`config.mk`:
```
export PLATFORM = sky130hd
export DESIGN_NAME = ecc_apb_master
export DESIGN_NICKNAME = d
export VERILOG_FILES = /design/src/rtl/ecc_apb_master.sv
export SDC_FILE = /design/constraint.sdc
export NUM_CORES = 1
export LEC_CHECK = 0
export ABC_AREA = 1
export CORE_MARGIN = 2
export CORE_UTILIZATION = 47
export DETAILED_ROUTE_END_ITERATION = 16
export PLACE_DENSITY = 0.82
export SETUP_SLACK_MARGIN = 0.4
export SYNTH_ARGS = -nofsm -noshare
export SYNTH_HDL_FRONTEND = slang
export SYNTH_SLANG_ARGS = --single-unit
```
`constraint.sdc`:
```
create_clock -name clk -period 2.6 [get_ports clk]
set_clock_uncertainty 0.1 [all_clocks]
set_input_delay 0.52 -clock clk [delete_from_list [all_inputs] [get_ports clk]]
set_output_delay 0.52 -clock clk [all_outputs]
set_load 0.02 [all_outputs]
```
`src/rtl/ecc_apb_master.sv`:
```
// ecc_apb_master: programs an ECC block over APB, waits for operation_done, and reports the result.
// Build macro ECC_APB_MASTER_READBACK_EN adds a DATA_IN readback between the NOISE and CTRL writes.
module ecc_apb_master #(
    parameter int DATA_WIDTH      = 32,
    parameter int AMBA_ADDR_WIDTH = 20,
    parameter int AMBA_WORD       = 32,
    parameter int TIMEOUT_CYCLES  = 16
) (
    input  logic                       clk,
    input  logic                       rst,
    input  logic                       cmd_valid,
    output logic                       cmd_ready,
    input  logic [AMBA_WORD-1:0]       cmd_ctrl,
    input  logic [AMBA_WORD-1:0]       cmd_data,
    input  logic [AMBA_WORD-1:0]       cmd_cw_width,
    input  logic [AMBA_WORD-1:0]       cmd_noise,
    output logic [AMBA_ADDR_WIDTH-1:0] PADDR,
    output logic [AMBA_WORD-1:0]       PWDATA,
    output logic                       PSEL,
    output logic                       PENABLE,
    output logic                       PWRITE,
    input  logic [AMBA_WORD-1:0]       PRDATA,
    input  logic                       operation_done,
    input  logic [DATA_WIDTH-1:0]      data_out,
    input  logic [1:0]                 num_of_errors,
    output logic                       res_valid,
    output logic [DATA_WIDTH-1:0]      res_data,
    output logic [1:0]                 res_errors,
    output logic                       res_timeout,
    output logic                       res_rb_err
);
    localparam logic [2:0] S_IDLE = 3'd0, S_SETUP = 3'd1, S_ACCESS = 3'd2, S_WAIT = 3'd3, S_RESP = 3'd4;
    localparam logic [2:0] ST_DATA = 3'd0, ST_CW = 3'd1, ST_NOISE = 3'd2, ST_READ = 3'd3, ST_CTRL = 3'd4;
    localparam int CNT_W = $clog2(TIMEOUT_CYCLES + 1);

    logic [2:0]            state_q, state_d, step_q, step_d;
    logic [CNT_W-1:0]      cnt_q, cnt_d;
    logic [AMBA_WORD-1:0]  ctrl_q, ctrl_d, data_q, data_d, cw_q, cw_d, noise_q, noise_d;
    logic [DATA_WIDTH-1:0] res_data_q, res_data_d;
    logic [1:0]            res_errors_q, res_errors_d;
    logic                  res_timeout_q, res_timeout_d, rb_err_q, rb_err_d, xfer;

    assign xfer        = state_q == S_SETUP || state_q == S_ACCESS;
    assign cmd_ready   = state_q == S_IDLE;
    assign PSEL        = xfer;
    assign PENABLE     = state_q == S_ACCESS;
    assign PWRITE      = xfer && step_q != ST_READ;
    assign PADDR       = !xfer ? '0 :
                         (step_q == ST_DATA || step_q == ST_READ) ? AMBA_ADDR_WIDTH'(4) :
                         step_q == ST_CW ? AMBA_ADDR_WIDTH'(8) :
                         step_q == ST_NOISE ? AMBA_ADDR_WIDTH'(12) : '0;
    assign PWDATA      = !PWRITE ? '0 :
                         step_q == ST_DATA ? data_q :
                         step_q == ST_CW ? cw_q :
                         step_q == ST_NOISE ? noise_q : ctrl_q;
    assign res_valid   = state_q == S_RESP;
    assign res_data    = res_data_q;
    assign res_errors  = res_errors_q;
    assign res_timeout = res_timeout_q;
    assign res_rb_err  = rb_err_q;

`ifndef ECC_APB_MASTER_READBACK_EN
    logic unused_prdata;
    assign unused_prdata = ^PRDATA;
`endif

    // next-state: command latch, register-write sequencing, completion wait and result capture
    always_comb begin
        state_d       = state_q;
        step_d        = step_q;
        cnt_d         = cnt_q;
        ctrl_d        = ctrl_q;
        data_d        = data_q;
        cw_d          = cw_q;
        noise_d       = noise_q;
        res_data_d    = res_data_q;
        res_errors_d  = res_errors_q;
        res_timeout_d = res_timeout_q;
        rb_err_d      = rb_err_q;
        unique case (state_q)
            S_IDLE: if (cmd_valid) begin
                ctrl_d        = cmd_ctrl;
                data_d        = cmd_data;
                cw_d          = cmd_cw_width;
                noise_d       = cmd_noise;
                res_timeout_d = 1'b0;
                rb_err_d      = 1'b0;
                step_d        = ST_DATA;
                state_d       = S_SETUP;
            end
            S_SETUP: state_d = S_ACCESS;
            S_ACCESS: begin
`ifdef ECC_APB_MASTER_READBACK_EN
                if (step_q == ST_READ && PRDATA != data_q) rb_err_d = 1'b1;
                step_d = step_q == ST_NOISE ? ST_READ : step_q + 3'd1;
`else
                step_d = step_q == ST_NOISE ? ST_CTRL : step_q + 3'd1;
`endif
                cnt_d   = '0;
                state_d = step_q == ST_CTRL ? S_WAIT : S_SETUP;
            end
            S_WAIT: if (operation_done) begin
                res_data_d    = data_out;
                res_errors_d  = num_of_errors;
                res_timeout_d = 1'b0;
                state_d       = S_RESP;
            end else if (cnt_q == CNT_W'(TIMEOUT_CYCLES)) begin
                res_data_d    = '0;
                res_errors_d  = '0;
                res_timeout_d = 1'b1;
                state_d       = S_RESP;
            end else begin
                cnt_d = cnt_q + 1'b1;
            end
            default: state_d = S_IDLE;
        endcase
    end

    // state registers with synchronous reset
    always_ff @(posedge clk) begin
        if (rst) begin
            state_q       <= S_IDLE;
            step_q        <= ST_DATA;
            cnt_q         <= '0;
            ctrl_q        <= '0;
            data_q        <= '0;
            cw_q          <= '0;
            noise_q       <= '0;
            res_data_q    <= '0;
            res_errors_q  <= '0;
            res_timeout_q <= 1'b0;
            rb_err_q      <= 1'b0;
        end else begin
            state_q       <= state_d;
            step_q        <= step_d;
            cnt_q         <= cnt_d;
            ctrl_q        <= ctrl_d;
            data_q        <= data_d;
            cw_q          <= cw_d;
            noise_q       <= noise_d;
            res_data_q    <= res_data_d;
            res_errors_q  <= res_errors_d;
            res_timeout_q <= res_timeout_d;
            rb_err_q      <= rb_err_d;
        end
    end
endmodule

```
==> results of run 1 <==
## registers in the layout (all words and copies together), names as in the netlist, 3 cells and up
register  cells
res_data     32
cnt_q         5
data_q       32
noise_q      32
ctrl_q       32
cw_q         32
state_q       3
step_q        3
## worst paths after layout
path | to | slack [ns] | depth (start not counted)
worst max-delay path | PWDATA[30] | 0.11 | 11
worst min-delay path | noise_q[27] | 0.35 | 2
worst max register to register | cw_q[20] | 0.62 | 8
worst min register to register | noise_q[27] | 0.35 | 2
## cell families after synthesis
logic type,Yosys count,share of synthesized area [%]
AOI/OAI and AO/OA,255,17.5
adders and majority gates,3,0.510
and+or+nand+nor,489,26.1
DFF,174,47.3
other,1,0.0510
buffers and inverters,122,8.52
## worst max-delay path, cell delays in order, from the launching register on
cell and delay [ns]:
dfxtp_4 0.38, nand2_2 0.06, inv_2 0.08, ha_4 0.14, inv_2 0.04, nand2_4 0.08
clkinv_8 0.09, buf_12 0.14, buf_16 0.14, o21ai_0 0.07, nor2_1 0.06, buf_4 0.15
## power breakdown
group / leakage, uW / switching, uW / internal (uW)
combinational: 0.00264 / 665 / 597
clock: 0.000286 / 1060 / 1520
sequential: 0.00144 / 109 / 2870
## synthesized netlist by cell type
| library cell | instances | area [um2] |
|---|---|---|
| ha_1 | 3 | 37.5 |
| buf_4 | 29 | 218 |
| nand4_1 | 2 | 12.5 |
| o21bai_1 | 1 | 7.51 |
| o21a_1 | 1 | 7.51 |
| nand2_1 | 155 | 582 |
| o31ai_1 | 1 | 7.51 |
| o21ai_0 | 134 | 671 |
| nand3_1 | 43 | 215 |
| dfxtp_1 | 174 | 3480 |
| o21ai_1 | 30 | 150 |
| buf_2 | 30 | 150 |
| buf_6 | 3 | 33.8 |
| a21oi_1 | 87 | 435 |
| inv_1 | 28 | 105 |
| nor2_2 | 3 | 18.8 |
| nor2_4 | 1 | 11.3 |
| conb_1 | 1 | 3.75 |
| inv_2 | 4 | 15.0 |
| nand2_2 | 2 | 12.5 |
| clkbuf_1 | 27 | 101 |
| nor3_1 | 2 | 10.0 |
| buf_1 | 1 | 3.75 |
| a31oi_1 | 1 | 6.26 |
| nor2_1 | 280 | 1050 |
| nand3_2 | 1 | 10.0 |
## stage by stage
step                      hold WS [ns]  setup slack (ns)  util, %  cells  area [um2]
after floorplan                  0.325             0.421        -   1062        7430
after global placement           0.334            0.0546     64.8   1443        9890
after detailed placement         0.342            0.0337     64.8   1443        9890
after CTS                        0.351             0.113     70.8   1490       10800
after global routing             0.374            0.0378     71.6   1492       10900
final                            0.349             0.113     71.6   1492       10900
## repair_timing
| action | 4_1_cts | 5_1_grt |
|---|---|---|
| gates resized for setup | 250 | 32 |
| setup buffers | 8 | 1 |
| setup endpoints to repair | 39 | 38 |
| pin swaps | 19 | 7 |
| cloned | 7 | 1 |
## layer usage
layer | global-route usage (%) | vias up | wire (um)
met5 | 0 | - | 11
met2 | 46.3 | 358 | 11200
met3 | 8.42 | 55 | 1970
met1 | 34.8 | 3571 | 9800
li1 | - | 3793 | -
met4 | 10.2 | 2 | 688
## final cells by class
class	count	area (um2)	share of cell area (%)
flip-flops and latches	174	3500	32.0
repair buffers	277	2930	26.8
inverters	32	143	1.31
well taps	211	264	2.42
clock buffers	23	488	4.47
multi-input cells	766	3500	32.0
clock inverters	9	106	0.974
==> impl_results.md, run 1 <==
* Fin crit period at 2.49 ns
* Total power at 6820 uW
* WP data required at 1.98 ns
* R2r startpoint: state_q[0]
* Share of cells above drive strength 1 at 12.9%
* Cts bufs inserted at 17
* Mean Syn Cell Area at 7.05 um2
* Initial antenna violation count at 1
* Final net count at 1469
* Fmax at 402 MHz
* Post-synthesis sequential area ratio at 47.3%
* Hold-fix buffers, CTS at 0
* Critical path type: reg -> out
* Area grow syn2layout at 48.4%
* Post-Route WL at 23700 um
* Clock root cell: clkbuf_16
* Avg WL per Cell at 15.9 um
* Worst-case clock buffer depth at 2
* LEAKAGE at 0.00436 uW
* Distinct cells, synth at 26
* I/O pins at 291
* Fillers at 1217
* RSZ-0062 raised after global routing: true
* Tcrit/Tclk final at 95.7%
* Crit Path Max Fanout at 6
* Drt pass-1 iters at 6
* Data arrival, critical path at 1.87 ns
* Yosys warnings at 0
* Clk_lat worst skew at 0.42 ns
* Rel. slew slack at 58.7%
* Most common cell after layout, fill and taps aside: nor2_1
* First-pass GRT wire length at 36800 um
* Detailed Route Iter0 Violations at 656
* Worst min-delay path startpoint: noise_q[27]
* Maximum vdd drop at 538 uV
* Initial Util at 48.2%
* Critical Path End Type: primary output
* Startpoint Class: flop
* Crit path launch: step_q[1]
* Clock slew at reported path FFs at 0.06 ns
* Vias per cell at 5.21
* Mapped Cells at 1044
* Slew Limit Fails at 0
* Synthesized flop and latch total at 174
* Outcome: finished, final reports clean
* Detailed Place HPWL at 14400 um
* Pin count of the biggest net entering global routing at 123
* GRT Total Usage at 28.0%
* Die height at 129 um
* Core box area at 15300 um2
* Final hold violation count at 0
* Antenna cells at 0
* Clk sinks at 174
* DRC violation count after routing at 0
* GRT overflow at 0
* Max-cap violations at 0
* DIE WIDTH at 129 um
* Vias in the first global route at 7326
* GP Congestion at 0.862
* Pwr Density at 624 nW/um2
* Die area at 16700 um2
* Post-synthesis cell area at 7360 um2
* IO Port Bufs at 239
* Final ANT Viol Nets at 0
* Measured slew at the worst slew-check pin at 0.619 ns
* TritonCTS clock tree: yes
* Vias at 7779
* Cell row count at 45
* Final setup fails at 0
* Worst min path class: reg -> reg
* Setup tns final at 0 ns
* CTS H-tree lvls at 4
* Most frequent cells in the layout: 277 x nor2_1, 200 x clkdlybuf4s50_1, 168 x dfxtp_1
Power figures use the tool's default switching activity.
==> run 2, diff against run 1 <==
CAP_MARGIN = 40   (was unset)
==> results of run 2 <==
Final layout, timing and power as in run 1 (identical DEF).
==> run 3, diff against run 2 <==
CTS_BUF_LIST = sky130_fd_sc_hd__clkbuf_16   (was unset)
MAX_ROUTING_LAYER = met4   (was unset)
==> run 3 against run 2 <==
Compared with the run above: critical path depth decreased by 3; clock power decreased by 5%; routed wire length increased by 8.1%; final area increased by 5.1%; utilization increased by 3.7 points; via count increased by 3.3%; largest cell class is now multi-input gates.
==> impl_results.md, run 3 (synthesis gave the netlist of run 1 again) <==
* Vias at 8038
* Setup tns final at 0 ns
* Hold_ws at 0.357 ns
* Startpoint Class: flop
* Detailed Route Iter0 Violations at 799
* Combinational Power Share at 20.1%
* CTS H-tree lvls at 4
* Measured slew at the worst slew-check pin at 0.612 ns
* First-pass GRT wire length at 36800 um
* Crit-path max cell delay at 0.37 ns
* Area grow syn2layout at 56.0%
* Flop pwr share at 44.0%
* Core box area at 15300 um2
* Flop-to-flop setup slack at 0.67 ns
* Max-cap violations at 0
* Worst min path class: reg -> reg
* DRC violation count after routing at 0
* LEAKAGE at 0.00450 uW
* Clock slew at reported path FFs at 0.07 ns
* GP Congestion at 0.876
* Switching Power at 1890 uW
* Rel. slew slack at 59.2%
* Final setup fails at 0
* Share of cells above drive strength 1 at 18.7%
* Post-Layout Cell Count at 1509
* I/O pins at 291
* # placed instances at 1443
* Cts bufs inserted at 17
* Maximum vdd drop at 632 uV
* Avg WL per Cell at 17.0 um
* CP Buf/Inv Count at 3
* RSZ-0062 raised after global routing: true
* Initial antenna violation count at 1
* Outcome: finished, final reports clean
* Most frequent cells in the layout: 273 x nor2_1, 200 x clkdlybuf4s50_1, 168 x dfxtp_1
* Final hold violation count at 0
* Data arrival, critical path at 1.92 ns
* Final ANT Viol Nets at 0
* WP data required at 1.98 ns
* Delay-heaviest family, CP: simple AND/OR/NAND/NOR gates
* R2r endpoint: cw_q[20]
* R2R depth at 8
* Die height at 129 um
* Initial Util at 48.2%
* Utilization after layout at 75.2%
* Fin crit period at 2.54 ns
* WP depth at 8
* Clock Power Share at 35.9%
* Pin count of the biggest net entering global routing at 123
* Cell depth of the worst hold path at 2
* TritonCTS clock tree: yes
* Drt pass-1 iters at 6
* Fillers at 1091
* Worst-case clock buffer depth at 2
* Critical Path End Type: primary output
* Tcrit/Tclk final at 97.9%
* GRT Total Usage at 28.9%
* Max stage delay cell, worst path: dfxtp_4
* Critical path type: reg -> out
* Clock root cell: clkbuf_16
* Clk_lat worst skew at 0.42 ns
* IO Port Bufs at 239
* GRT overflow at 0
* Worst min-delay path startpoint: res_data[31]
* Min-Delay Endpoint: res_data[31]
* Most common cell after layout, fill and taps aside: nor2_1
* Final net count at 1485
* Detailed Place HPWL at 14400 um
* DIE WIDTH at 129 um
* Switching Fraction at 27.8%
* Die area at 16700 um2
* Cell row count at 45
* Vias in the first global route at 7400
* Slew Limit Fails at 0
* Total power at 6810 uW
* Fmax at 393 MHz
* R2r startpoint: state_q[0]
* Clk sinks at 174
* Crit Path Max Fanout at 6
* CP cell instances: buf_6 > nor2_4 > nand2_8 > clkbuf_16 > nand3_2 > a21oi_2 > nor2_1 > buf_4
* Pwr Density at 593 nW/um2
* Internal at 4920 uW
* Post-Route WL at 25600 um
* Vias per cell at 5.33
[run 3: changes by cell type in the layout (fill, tap and decap cells not counted), moves of 5 or more]
cell,before,now
a21oi_2,4,26
nand3_4,1,8
buf_6,4,13
o21ai_1,34,43
o21ai_0,113,101
nand3_1,37,13
a21oi_1,83,61
nand3_2,6,23
clkbuf_16,18,23
nand2_1,151,143
nand2_2,4,12
[run 3: cell type report]
cell class | instances | area (um2) | area share, %
inverter | 32 | 153 | 1.33
timing repair buffer | 292 | 3190 | 27.8
clock inverter | 15 | 129 | 1.12
tap | 211 | 264 | 2.30
antenna | 1 | 2.50 | 0.0218
clock buffer | 17 | 425 | 3.71
multi-input combinational | 767 | 3820 | 33.3
sequential | 174 | 3500 | 30.5
[run 3: through the flow]
stage / instance area [um2] / setup slack, ns
final: 11500 / 0.0551
after global routing: 11500 / -0.000326
after CTS: 10800 / 0.115
after detailed placement: 9890 / 0.0337
after global placement: 9890 / 0.0546
after floorplan: 7430 / 0.421
[run 3: what timing repair did]
| item | 4_1_cts | 5_1_grt |
|---|---|---|
| buffers inserted | 9 | 9 |
| hold buffers | 0 | 0 |
| gates cloned | 7 | 8 |
| resized for setup | 252 | 132 |
| endpoints found under the setup margin | 39 | 38 |
| pin swaps | 21 | 40 |
[run 3: per-layer routing]
| metal | track usage [%] | vias to the layer above | part of all wire [%] |
|---|---|---|---|
| li1 | - | 3833 | - |
| met1 | 35.4 | 3716 | 40 |
| met2 | 44.6 | 429 | 48 |
| met3 | 8.46 | 60 | 8.6 |
| met4 | 12.1 | 0 | 3.3 |
| met5 | - | - | 0 |
[run 3: how the worst max path moves through the flow]
| stage | startpoint | end | slack (ns) |
|---|---|---|---|
| after global routing | step_q[1] | PWDATA[11] | -0.0003 |
| after global placement | step_q[2] | PWDATA[14] | 0.05 |
| after CTS | step_q[1] | PWDATA[28] | 0.12 |
| after detailed placement | step_q[2] | PWDATA[8] | 0.03 |
| final | step_q[1] | PWDATA[30] | 0.06 |
| after floorplan | state_q[2] | PWDATA[19] | 0.42 |
[run 3: tightest hold or removal path: stages (launching register included)]
cell and delay (ns):
dfxtp_1 0.31, nand2_1 0.06, a21oi_1 0.05
[run 3: power by group through the flow]
stage | registers, uW | logic (uW) | clock network, uW
2_1_floorplan | 3010 | 608 | 0
3_3_place_gp | 3020 | 1080 | 0
4_1_cts | 2980 | 1210 | 2450
3_5_place_dp | 3030 | 1090 | 0
6_report | 3000 | 1370 | 2450
5_1_grt | 3020 | 1470 | 2580
